<file path="config.mk">
export PLATFORM = sky130hd
export DESIGN_NAME = alex_filter_sequencer_flat
export DESIGN_NICKNAME = d
export VERILOG_FILES = /design/src/rtl/alex_pkg.sv /design/src/rtl/alex_filter_sequencer_if.sv /design/src/rtl/alex_band_compare.sv /design/src/rtl/alex_filter_sequencer.sv /design/src/flat_wrapper.sv
export SDC_FILE = /design/constraint.sdc
export NUM_CORES = 1
export LEC_CHECK = 0
export CAP_MARGIN = 40
export CORE_MARGIN = 4
export CORE_UTILIZATION = 35
export DETAILED_ROUTE_END_ITERATION = 10
export MAX_ROUTING_LAYER = met4
export PLACE_DENSITY = 0.53
export REMOVE_ABC_BUFFERS = 1
export SLEW_MARGIN = 20
export SYNTH_ARGS = -nofsm -noshare
export SYNTH_HDL_FRONTEND = slang
export SYNTH_SLANG_ARGS = --single-unit
</file>
<file path="constraint.sdc">
create_clock -name clock -period 5.6 [get_ports clock]
set_input_delay 0.56 -clock clock [delete_from_list [all_inputs] [get_ports clock]]
set_output_delay 0.56 -clock clock [all_outputs]
set_load 0.05 [all_outputs]
</file>
<file path="src/rtl/alex_pkg.sv">
// alex_pkg: state encoding, counter width and reset threshold table for the Alex filter sequencer
package alex_pkg;
  typedef enum logic [1:0] {IDLE, BREAK, SETTLE} state_t;
  localparam int CNT_W = 16;
  localparam logic [31:0] THR_DEF [5] = '{32'd1_500_000, 32'd6_500_000, 32'd9_500_000, 32'd13_000_000, 32'd20_000_000};
  // Banks wider than six filters get open-ended upper edges until software programs them
  function automatic logic [31:0] thr_default(input int k);
    return k < 5 ? THR_DEF[k] : 32'hFFFF_FFFF;
  endfunction
endpackage

</file>
<file path="src/rtl/alex_filter_sequencer_if.sv">
// alex_filter_sequencer_if: control/status bundle between C&C registers and the filter sequencer
//   master drives frequency/freq_valid and the threshold write port; slave drives filt_sel/band_idx/busy/done.
//   ALEX_MANUAL_OVERRIDE_EN adds manual_en/manual_idx.
interface alex_filter_sequencer_if #(parameter int NUM_FILT = 6, FREQ_W = 32);
  logic [FREQ_W-1:0] frequency, thr_data;
  logic freq_valid, thr_wr, busy, done;
  logic [$clog2(NUM_FILT-1)-1:0] thr_addr;
  logic [NUM_FILT-1:0] filt_sel;
  logic [$clog2(NUM_FILT)-1:0] band_idx;
`ifdef ALEX_MANUAL_OVERRIDE_EN
  logic manual_en;
  logic [$clog2(NUM_FILT)-1:0] manual_idx;
`endif
  modport master (
    output frequency, freq_valid, thr_wr, thr_addr, thr_data,
`ifdef ALEX_MANUAL_OVERRIDE_EN
    manual_en, manual_idx,
`endif
    input filt_sel, band_idx, busy, done
  );
  modport slave (
    input frequency, freq_valid, thr_wr, thr_addr, thr_data,
`ifdef ALEX_MANUAL_OVERRIDE_EN
    manual_en, manual_idx,
`endif
    output filt_sel, band_idx, busy, done
  );
endinterface

</file>
<file path="src/rtl/alex_band_compare.sv">
// alex_band_compare: programmable threshold table and hysteresis comparator
//   clock, reset_n            clock / synchronous active-low reset (table back to defaults)
//   thr_wr/thr_addr/thr_data  table write; addresses >= NUM_FILT-1 ignored
//   freq, cur, eval           frequency under test, committed band, evaluate strobe
//   target, change            registered result; change pulses one cycle after eval when a move is due
//   ALEX_MANUAL_OVERRIDE_EN   adds manual_en/manual_idx, which bypass thresholds and hysteresis
module alex_band_compare
  import alex_pkg::*;
#(
  parameter int NUM_FILT = 6,
  parameter int FREQ_W = 32,
  parameter int HYST_HZ = 50000,
  localparam int IW = $clog2(NUM_FILT),
  localparam int AW = $clog2(NUM_FILT - 1)
) (
  input  logic              clock,
  input  logic              reset_n,
  input  logic              thr_wr,
  input  logic [AW-1:0]     thr_addr,
  input  logic [FREQ_W-1:0] thr_data,
  input  logic [FREQ_W-1:0] freq,
  input  logic [IW-1:0]     cur,
  input  logic              eval,
`ifdef ALEX_MANUAL_OVERRIDE_EN
  input  logic              manual_en,
  input  logic [IW-1:0]     manual_idx,
`endif
  output logic [IW-1:0]     target,
  output logic              change
);
  logic [FREQ_W-1:0] thr [NUM_FILT-1];
  logic [FREQ_W-1:0] e_lo, e_hi, lo, hi;
  logic [FREQ_W:0] lo_x, hi_x;
  logic [IW-1:0] raw, tgt;
  logic go;
  always_comb begin
    // Walk high to low so the lowest matching edge wins, even for non-monotonic tables
    raw = IW'(NUM_FILT - 1);
    for (int k = NUM_FILT - 2; k >= 0; k--) raw = freq < thr[k] ? IW'(k) : raw;
    e_lo = |cur ? thr[cur - 1'b1] : '0;
    e_hi = cur < IW'(NUM_FILT - 1) ? thr[cur] : '1;
    // One extra bit exposes borrow/carry so the edges clamp instead of wrapping
    lo_x = {1'b0, e_lo} - (FREQ_W + 1)'(HYST_HZ);
    hi_x = {1'b0, e_hi} + (FREQ_W + 1)'(HYST_HZ);
    lo = lo_x[FREQ_W] ? '0 : lo_x[FREQ_W-1:0];
    hi = hi_x[FREQ_W] ? '1 : hi_x[FREQ_W-1:0];
    go = (|cur && freq < lo) || (cur < IW'(NUM_FILT - 1) && freq >= hi);
    tgt = raw;
`ifdef ALEX_MANUAL_OVERRIDE_EN
    tgt = manual_en ? (manual_idx > IW'(NUM_FILT - 1) ? IW'(NUM_FILT - 1) : manual_idx) : raw;
    go = go || manual_en;
`endif
  end
  always_ff @(posedge clock)
    if (!reset_n) begin
      for (int k = 0; k < NUM_FILT - 1; k++) thr[k] <= FREQ_W'(thr_default(k));
      target <= '0;
      change <= 1'b0;
    end else begin
      if (thr_wr && thr_addr < AW'(NUM_FILT - 1)) thr[thr_addr] <= thr_data;
      target <= eval ? tgt : target;
      change <= eval && go && tgt != cur;
    end
endmodule

</file>
<file path="src/rtl/alex_filter_sequencer.sv">
// alex_filter_sequencer: Alex filter-bank selector with break-before-make relay sequencing
//   clock, reset_n  clock / synchronous active-low reset (aborts any sequence, bypass selected)
//   bus (slave)     frequency/freq_valid, threshold write port, filt_sel/band_idx/busy/done
//   ALEX_MANUAL_OVERRIDE_EN  adds manual_en/manual_idx band forcing on the bus
//   BREAK_CYC/SETTLE_CYC must fit the CNT_W-bit counter
module alex_filter_sequencer
  import alex_pkg::*;
#(
  parameter int NUM_FILT = 6,
  parameter int FREQ_W = 32,
  parameter int HYST_HZ = 50000,
  parameter int BREAK_CYC = 480,
  parameter int SETTLE_CYC = 4800
) (
  input logic clock,
  input logic reset_n,
  alex_filter_sequencer_if.slave bus
);
  localparam int IW = $clog2(NUM_FILT);
  state_t st, nxt;
  logic [CNT_W-1:0] cnt;
  logic [FREQ_W-1:0] pend;
  logic [IW-1:0] tgt;
  logic chg, eval_req, eval, man_evt;
`ifdef ALEX_MANUAL_OVERRIDE_EN
  logic man_en_q;
  logic [IW-1:0] man_idx_q;
  assign man_evt = {bus.manual_en, bus.manual_idx} != {man_en_q, man_idx_q};
`else
  assign man_evt = 1'b0;
`endif
  // Requests wait while busy; also hold off while a change result is about to be acted on
  assign eval = eval_req && st == IDLE && !chg;
  alex_band_compare #(.NUM_FILT(NUM_FILT), .FREQ_W(FREQ_W), .HYST_HZ(HYST_HZ)) cmp (
    .clock,
    .reset_n,
    .thr_wr(bus.thr_wr),
    .thr_addr(bus.thr_addr),
    .thr_data(bus.thr_data),
    .freq(pend),
    .cur(bus.band_idx),
    .eval,
`ifdef ALEX_MANUAL_OVERRIDE_EN
    .manual_en(bus.manual_en),
    .manual_idx(bus.manual_idx),
`endif
    .target(tgt),
    .change(chg)
  );
  always_comb begin
    nxt = st;
    if (st == IDLE && chg) nxt = BREAK_CYC > 0 ? BREAK : SETTLE;
    else if (st == BREAK && cnt == '0) nxt = SETTLE;
    else if (st == SETTLE && cnt == '0) nxt = IDLE;
  end
  always_ff @(posedge clock)
    if (!reset_n) begin
      st <= IDLE;
      cnt <= '0;
      pend <= '0;
      eval_req <= 1'b0;
      bus.band_idx <= '0;
      bus.done <= 1'b0;
`ifdef ALEX_MANUAL_OVERRIDE_EN
      man_en_q <= 1'b0;
      man_idx_q <= '0;
`endif
    end else begin
      st <= nxt;
      cnt <= nxt == st ? cnt - CNT_W'(cnt != '0) :
             nxt == BREAK ? CNT_W'(BREAK_CYC - 1) : CNT_W'(SETTLE_CYC > 0 ? SETTLE_CYC - 1 : 0);
      pend <= bus.freq_valid ? bus.frequency : pend;
      eval_req <= bus.freq_valid || man_evt || (eval_req && !eval);
      bus.band_idx <= nxt == SETTLE && st != SETTLE ? tgt : bus.band_idx;
      bus.done <= st == SETTLE && nxt == IDLE;
`ifdef ALEX_MANUAL_OVERRIDE_EN
      man_en_q <= bus.manual_en;
      man_idx_q <= bus.manual_idx;
`endif
    end
  assign bus.busy = st != IDLE;
  assign bus.filt_sel = st == BREAK ? '0 : NUM_FILT'(1) << bus.band_idx;
endmodule

</file>
<file path="src/flat_wrapper.sv">
// flat-port wrapper written by rule: the top's interface ports become plain ports
module alex_filter_sequencer_flat import alex_pkg::*;
#(
  parameter int NUM_FILT = 6,
  parameter int FREQ_W = 32,
  parameter int HYST_HZ = 50000,
  parameter int BREAK_CYC = 480,
  parameter int SETTLE_CYC = 4800
)
  (clock, reset_n, bus_frequency, bus_freq_valid, bus_thr_wr, bus_thr_addr, bus_thr_data, bus_filt_sel, bus_band_idx, bus_busy, bus_done);
  alex_filter_sequencer_if #(.NUM_FILT(NUM_FILT), .FREQ_W(FREQ_W)) bus_i ();
  input logic clock;
  input logic reset_n;
  input wire logic [$bits(bus_i.frequency)-1:0] bus_frequency;
  input wire logic [$bits(bus_i.freq_valid)-1:0] bus_freq_valid;
  input wire logic [$bits(bus_i.thr_wr)-1:0] bus_thr_wr;
  input wire logic [$bits(bus_i.thr_addr)-1:0] bus_thr_addr;
  input wire logic [$bits(bus_i.thr_data)-1:0] bus_thr_data;
  output wire logic [$bits(bus_i.filt_sel)-1:0] bus_filt_sel;
  output wire logic [$bits(bus_i.band_idx)-1:0] bus_band_idx;
  output wire logic [$bits(bus_i.busy)-1:0] bus_busy;
  output wire logic [$bits(bus_i.done)-1:0] bus_done;
  assign bus_i.frequency = bus_frequency;
  assign bus_i.freq_valid = bus_freq_valid;
  assign bus_i.thr_wr = bus_thr_wr;
  assign bus_i.thr_addr = bus_thr_addr;
  assign bus_i.thr_data = bus_thr_data;
  assign bus_filt_sel = bus_i.filt_sel;
  assign bus_band_idx = bus_i.band_idx;
  assign bus_busy = bus_i.busy;
  assign bus_done = bus_i.done;
  alex_filter_sequencer #(.NUM_FILT(NUM_FILT), .FREQ_W(FREQ_W), .HYST_HZ(HYST_HZ), .BREAK_CYC(BREAK_CYC), .SETTLE_CYC(SETTLE_CYC)) u_core (.clock(clock), .reset_n(reset_n), .bus(bus_i));
endmodule
</file>
==> flow_summary.ini, run 1 <==
[sta]
setup_viol = 0
min_period_ps = 5320
fin_ws_ps = 275
grt_setup_unrepaired = no
slew_headroom_pct = 41.1
skew_ps = 14.1
worst_slew_pin_slew_ps = 883
setup_tns_ps = 0
slew_violations = 0
max_freq_ghz = 0.188
fin_crit_sh_pct = 95.1
hold_viol_final = 0

[global_route]
grt_pass1_vias = 16400
grt_max_degree = 47
grt_antenna_before_repair = 4
grt_pass1_wl_um = 107000
grt_use_total_pct = 21.9
grt.overflow.total = 0

[layout]
fillCellCount = 5894
utilization_pct = 41.7
final_common_cell = edfxtp_1
layoutNonFillerInstCount = 3007
layout-drive-gt1-share_pct = 13.4
most-common-layout-cells = edfxtp_1, ha_1, inv_1
num-nets-final = 2437
area_growth_pct = 17.5

[synthesis]
seq_area_frac_synth_pct = 40.5
synth_cell_type_count = 75
synth_edf_count = 256
synth_area_um2 = 22000
avgSynthCellArea_um2 = 11.4
synth_ff_type = edfxtp_1
netlist_instances = 1940
async_flop_share_pct = 0
ys_warn_count = 0
ys_ff_latch = 318

[floorplanning]
core_um2 = 62100
die_h_um = 259
die_w_um = 259
pin_count = 82
start_util_pct = 35.5
fp-row-count = 91
dieArea_um2 = 67000

[drt]
antenna_left = 0
vias = 16300
wl_per_cell_um = 24.0
via_per_inst = 5.43
remaining_drc_errors = 0
drt_iter0_markers = 1408
drt-total-wl_um = 72100
dr.pass1.iters = 5

[power_and_ir_drop]
leakagePower_uw = 0.0104
peakVddDrop_mv = 0.167
p_per_area_nw_per_um2 = 258

[clocking]
clock_sinks = 318
clock_path_buffers = 3
cts-root-buf = clkbuf_16
cts_tree = done
cts_made_buffers = 39
clk_latency_ps = 560
cts_max_level = 2
clk_pin_slew_ps = 60

[hold_path]
worstHoldPathType = reg -> reg
whs_path_depth = 2

[placed_design]
port_buffers = 81
dp_hpwl_um = 53200
dp_slack_ps = 215
gp_congestion = 0.935
dp_cells = 2932

[setup_path]
required_ps = 6010
end_kind = flop
cp.arrival_ps = 5730
r2r_cells = 19
cp_max_fo = 21
startpoint_type = flop
path_class = reg -> reg

[run_status]
status = completed

[run]
maxCapViolations = 0
repair_timing:
item	4_1_cts	5_1_grt
setup buffers	0	2
resized for setup	0	3
hold buffers	0	0
endpoints found under the setup margin	0	1
final cells by class:
cell class                      count  area [µm²]  area share, %
Antenna cell                        1        2.50        0.00967
Timing Repair Buffer              141        1420           5.50
Sequential cell                   318        8940           34.6
Clock buffer                       55        1130           4.37
Clock inverter                     16         191          0.740
Tap cell                          837        1050           4.05
Multi-Input combinational cell   1472       12500           48.4
Inverter                          167         627           2.42
worst paths after layout:
path	from	end	slack, ps
worst min-delay path	u_core.cmp.target[2]	u_core.cmp.target[2]	480
worst max-delay path	flop	u_core.cmp.change	280
worst min register to register	u_core.cmp.target[2]	u_core.cmp.target[2]	480
worst max register to register	flop	u_core.cmp.change	280
flip-flops by register name (all words and copies together), names as in the netlist, named ones only:
signal               flops
u_core.cmp.thr         256
u_core.pend             32
u_core.cnt              16
u_core.bus.band_idx      3
u_core.cmp.target        3
u_core.st                2
u_core.bus.done          1
u_core.cmp.change        1
u_core.eval_req          1
metrics by stage:
step | cell area (µm²) | hold slack, ps | total power [µW]
floorplan | 22000 | 441 | 3640
global placement | 24400 | 464 | 4040
detailed placement | 24500 | 469 | 4070
CTS | 25800 | 475 | 6720
global route | 25900 | 514 | 6970
finish | 25900 | 475 | 6670
critical path, stage by stage, from the launching register on:
cell	delay, ps
dfxtp_2	680
buf_4	520
mux2i_1	240
nand2_1	170
and3_1	300
nand4_1	170
a21oi_1	290
and3_1	600
buf_4	310
nor2_1	70
ha_1	290
a21o_1	190
a21o_1	170
a21o_1	170
a211oi_1	220
o21ai_0	120
a21oi_1	150
o22ai_1	180
a311oi_1	230
a211oi_1	70
synthesized netlist by cell type (21+ instances only):
library cell	instances	area share, %
nand4_1	36	1.0
and2_1	117	3.3
mux2i_1	68	3.1
nand3_1	34	0.77
a21oi_1	85	1.9
nor2b_1	57	1.6
dfxtp_1	62	5.6
o21ai_0	62	1.4
edfxtp_1	256	35
nor2_1	84	1.4
nand2b_1	52	1.5
inv_1	167	2.8
nand2_1	126	2.1
mux4_2	128	13
ha_1	227	13
xnor2_1	29	1.2
or3_1	28	0.80
a21o_1	21	0.72
clkbuf_1	37	0.63
metal layers:
metal	global-route usage, %	wire length [µm]	part of all wire [%]	vias up
met5	-	0	0	-
met4	4.62	1480	2.1	0
met3	3.29	4290	6.0	84
met2	33.8	32500	45	507
met1	30.9	33800	47	8219
li1	-	-	-	7529
logic make-up (layout without fill, tap and decap cells):
logic type | count (synthesis) | count (layout) | share of synthesized area, %
flops | 318 | 318 | 40.5
fa+ha+maj | 227 | 227 | 12.9
xor+xnor | 49 | 49 | 1.95
other cells | 1 | 97 | 0.0170
simple gates | 614 | 614 | 15.2
compound gates | 285 | 285 | 8.33
buf+inv | 245 | 379 | 4.66
mux | 201 | 201 | 16.4
power breakdown:
group | internal [µW] | switching (µW)
combinational | 488 | 598
clock | 1600 | 1030
sequential | 2760 | 191
total | 4850 | 1820
Note: power is estimated with default switching activity, not from simulation.
==> inputs of run 2 (changes only) <==
--- a/config.mk
+++ b/config.mk
@@ -5,12 +5,15 @@
 export SDC_FILE = /design/constraint.sdc
 export NUM_CORES = 1
 export LEC_CHECK = 0
+export ABC_AREA = 1
 export CAP_MARGIN = 40
+export CELL_PAD_IN_SITES_DETAIL_PLACEMENT = 0
+export CELL_PAD_IN_SITES_GLOBAL_PLACEMENT = 2
 export CORE_MARGIN = 4
-export CORE_UTILIZATION = 35
+export CORE_UTILIZATION = 34
 export DETAILED_ROUTE_END_ITERATION = 10
 export MAX_ROUTING_LAYER = met4
-export PLACE_DENSITY = 0.53
+export PLACE_DENSITY = 0.78
 export REMOVE_ABC_BUFFERS = 1
 export SLEW_MARGIN = 20
 export SYNTH_ARGS = -nofsm -noshare
==> run 2 against run 1 <==
  * Flip-flop and latch count unchanged
  * Global-route usage grew 2.8 points
  * First-iteration DRC count is 14% higher
  * Register-to-register slack better by 240 ps
  * Final area grew 0.31%
  * Sequential power shrank 1%
  * Wire length up 19%
  * Clock power is 2% higher
  * Largest power group unchanged
  * Critical path type unchanged
  * Hold slack got worse by 7.8 ps
  * Synthesized cell count increased by 46%
  * Largest cell class unchanged
==> flow_summary.ini, run 2 <==
[layout]
largestRegisters = u_core.cmp.thr: 256 flops, u_core.pend: 32 flops, u_core.cnt: 16 flops
final_common_cell = nand2_1
top_register = u_core.cmp.thr
layout-drive-gt1-share_pct = 6.62
utilization_pct = 39.5
design_area_um2 = 26000
most-common-layout-cells = nand2_1, inv_1, nor2_1
num-nets-final = 3272
area_growth_pct = 15.0
largest_reg_flops = 256

[synthesis]
synth_cell_type_count = 55
yosys.area.top_type_share_pct = 34.1
seq_area_frac_synth_pct = 39.6
avgSynthCellArea_um2 = 7.96
ys_warn_count = 0
yosys.area.top_type = edfxtp_1
synth_ff_type = edfxtp_1
netlist_instances = 2836
yosysMostFrequentCell = nand2_1
synthTopCellsByArea = edfxtp_1, ha_1, nand2_1, a21oi_1, nand3_1
async_flop_share_pct = 0
ys_ff_latch = 318
synth_area_um2 = 22600
synth_edf_count = 256
synth_common_cells = nand2_1, inv_1, nor2_1

[setup_path]
rrSetupSlack_ps = 520
startpoint_type = flop
slowest_stage = ha_2
path_class = reg -> reg
crit_start = u_core.bus.band_idx[1]
r2r_cells = 28
cp_slowest_stage_delay_ps = 700
r2r-start = u_core.bus.band_idx[1]
end_kind = flop
crit_top_cell = nand2_1
required_ps = 6120
cp_max_fo = 18
timing.rr.end = u_core.cmp.change
cp.arrival_ps = 5600

[drt]
wl_per_cell_um = 22.1
drt-total-wl_um = 85700
remaining_drc_errors = 0
vias = 20300
via_per_inst = 5.24
antenna_left = 0
drt_iter0_markers = 1612
dr.pass1.iters = 6

[placed_design]
gp_congestion = 0.906
dp_hpwl_um = 60400
placed_area_um2 = 24600
port_buffers = 81

[power_and_ir_drop]
p_per_area_nw_per_um2 = 264
peakVddDrop_mv = 0.202
leakagePower_uw = 0.0114
power_switching_uw = 2040
swShare_pct = 29.8
p_seq_share_pct = 42.5
power.share.clock_pct = 39.3
p_int_uw = 4810
total_power_uw = 6850
p_comb_share_pct = 18.2

[floorplanning]
dieArea_um2 = 70500
fp-row-count = 94
pin_count = 82
start_util_pct = 34.3
die_h_um = 266
core_um2 = 65700
die_w_um = 266

[sta]
skew_ps = 23.4
setup_viol = 0
hold_viol_final = 0
grt_setup_unrepaired = no
setup_tns_ps = 0
worst_hold_slack_ps = 468
fin_crit_sh_pct = 90.7
slew_headroom_pct = 36.4
min_period_ps = 5080
max_freq_ghz = 0.197
worst_slew_pin_slew_ps = 954
slew_violations = 0

[global_route]
grt_pass1_wl_um = 127000
grt_use_total_pct = 24.7
grt.overflow.total = 0
grt_antenna_before_repair = 2
grt_pass1_vias = 19800
grt_max_degree = 194

[clocking]
clk_latency_ps = 580
cts_max_level = 2
clock_path_buffers = 3
ctsResizeCount = 0
cts_hold_buf = 0
cts-root-buf = clkbuf_16
postCtsSetupRepairBufs = 0
clk_pin_slew_ps = 70
cts_tree = done
clock_sinks = 318
cts_made_buffers = 41

[hold_path]
whs_path_depth = 2
hold_start = u_core.eval_req
min_to = u_core.eval_req
worstHoldPathType = reg -> reg

[run]
maxCapViolations = 0

[run_status]
status = completed
-- run 2: cell types whose count changed after synthesis, sizes merged, moves of 34 or more --
cell / previous run / this run
mux2i: 68 / 0
nand2: 127 / 464
nor2b: 57 / 0
a21oi: 86 / 292
mux4: 128 / 0
o21ai: 66 / 256
o211ai: 6 / 40
inv: 167 / 341
nand2b: 52 / 0
buf: 41 / 79
nand3: 35 / 273
nor2: 85 / 333
and2: 117 / 0
-- run 2: cell families after synthesis --
kind of cell / Yosys count / synth area share (%)
compound gates: 635 / 15.1
simple gates: 1158 / 22.6
flops: 318 / 39.6
xor+xnor: 22 / 0.937
fa+ha+maj: 227 / 12.6
other cells: 1 / 0.0166
buf+inv: 475 / 9.11
-- run 2: metrics by stage --
step	cells	worst slack [ps]
global placement	3790	576
finish	3872	519
CTS	3870	523
floorplan	2799	-5180
detailed placement	3794	531
global route	3872	42.1
-- run 2: layer usage --
metal / vias to the layer above / wire length [µm] / track usage, %
li1: 9901 / - / -
met1: 9596 / 38500 / 33.0
met2: 660 / 38300 / 38.5
met3: 143 / 6600 / 4.94
met4: 0 / 2410 / 6.65
met5: - / 0 / -
-- run 2: worst max-delay path by stage --
stage | to | slack [ps] | cells after the start
after floorplan | u_core.cmp.change | -5180 | 28
after global placement | u_core.cmp.change | 580 | 28
after detailed placement | u_core.cmp.change | 530 | 28
after CTS | u_core.cmp.change | 520 | 28
after global routing | u_core.cmp.change | 40 | 28
final | u_core.cmp.change | 520 | 28
-- run 2: worst max-delay path: cells and delay by family, from the launching register on --
kind	cells	cell delay (ps)
simple gates	13	1480
fa+ha+maj	3	1210
compound gates	7	1080
buf+inv	5	780
flops	1	420
-- run 2: layout make-up --
class	count	area, µm²
Antenna cell	1	2.50
Clock buffer	58	1200
Clock inverter	18	146
Fill cell	6680	39800
Inverter	343	1290
Multi-Input combinational cell	2138	12000
Sequential cell	318	8940
Tap cell	864	1080
Timing Repair Buffer	132	1330
-- run 2: power by group through the flow --
stage	clock, µW	combinational (µW)	sequential, µW
2_1_floorplan	0	835	2900
6_report	2690	1250	2910
3_3_place_gp	0	1220	2950
5_1_grt	2860	1430	2930
3_5_place_dp	0	1240	2950
4_1_cts	2770	1250	2910
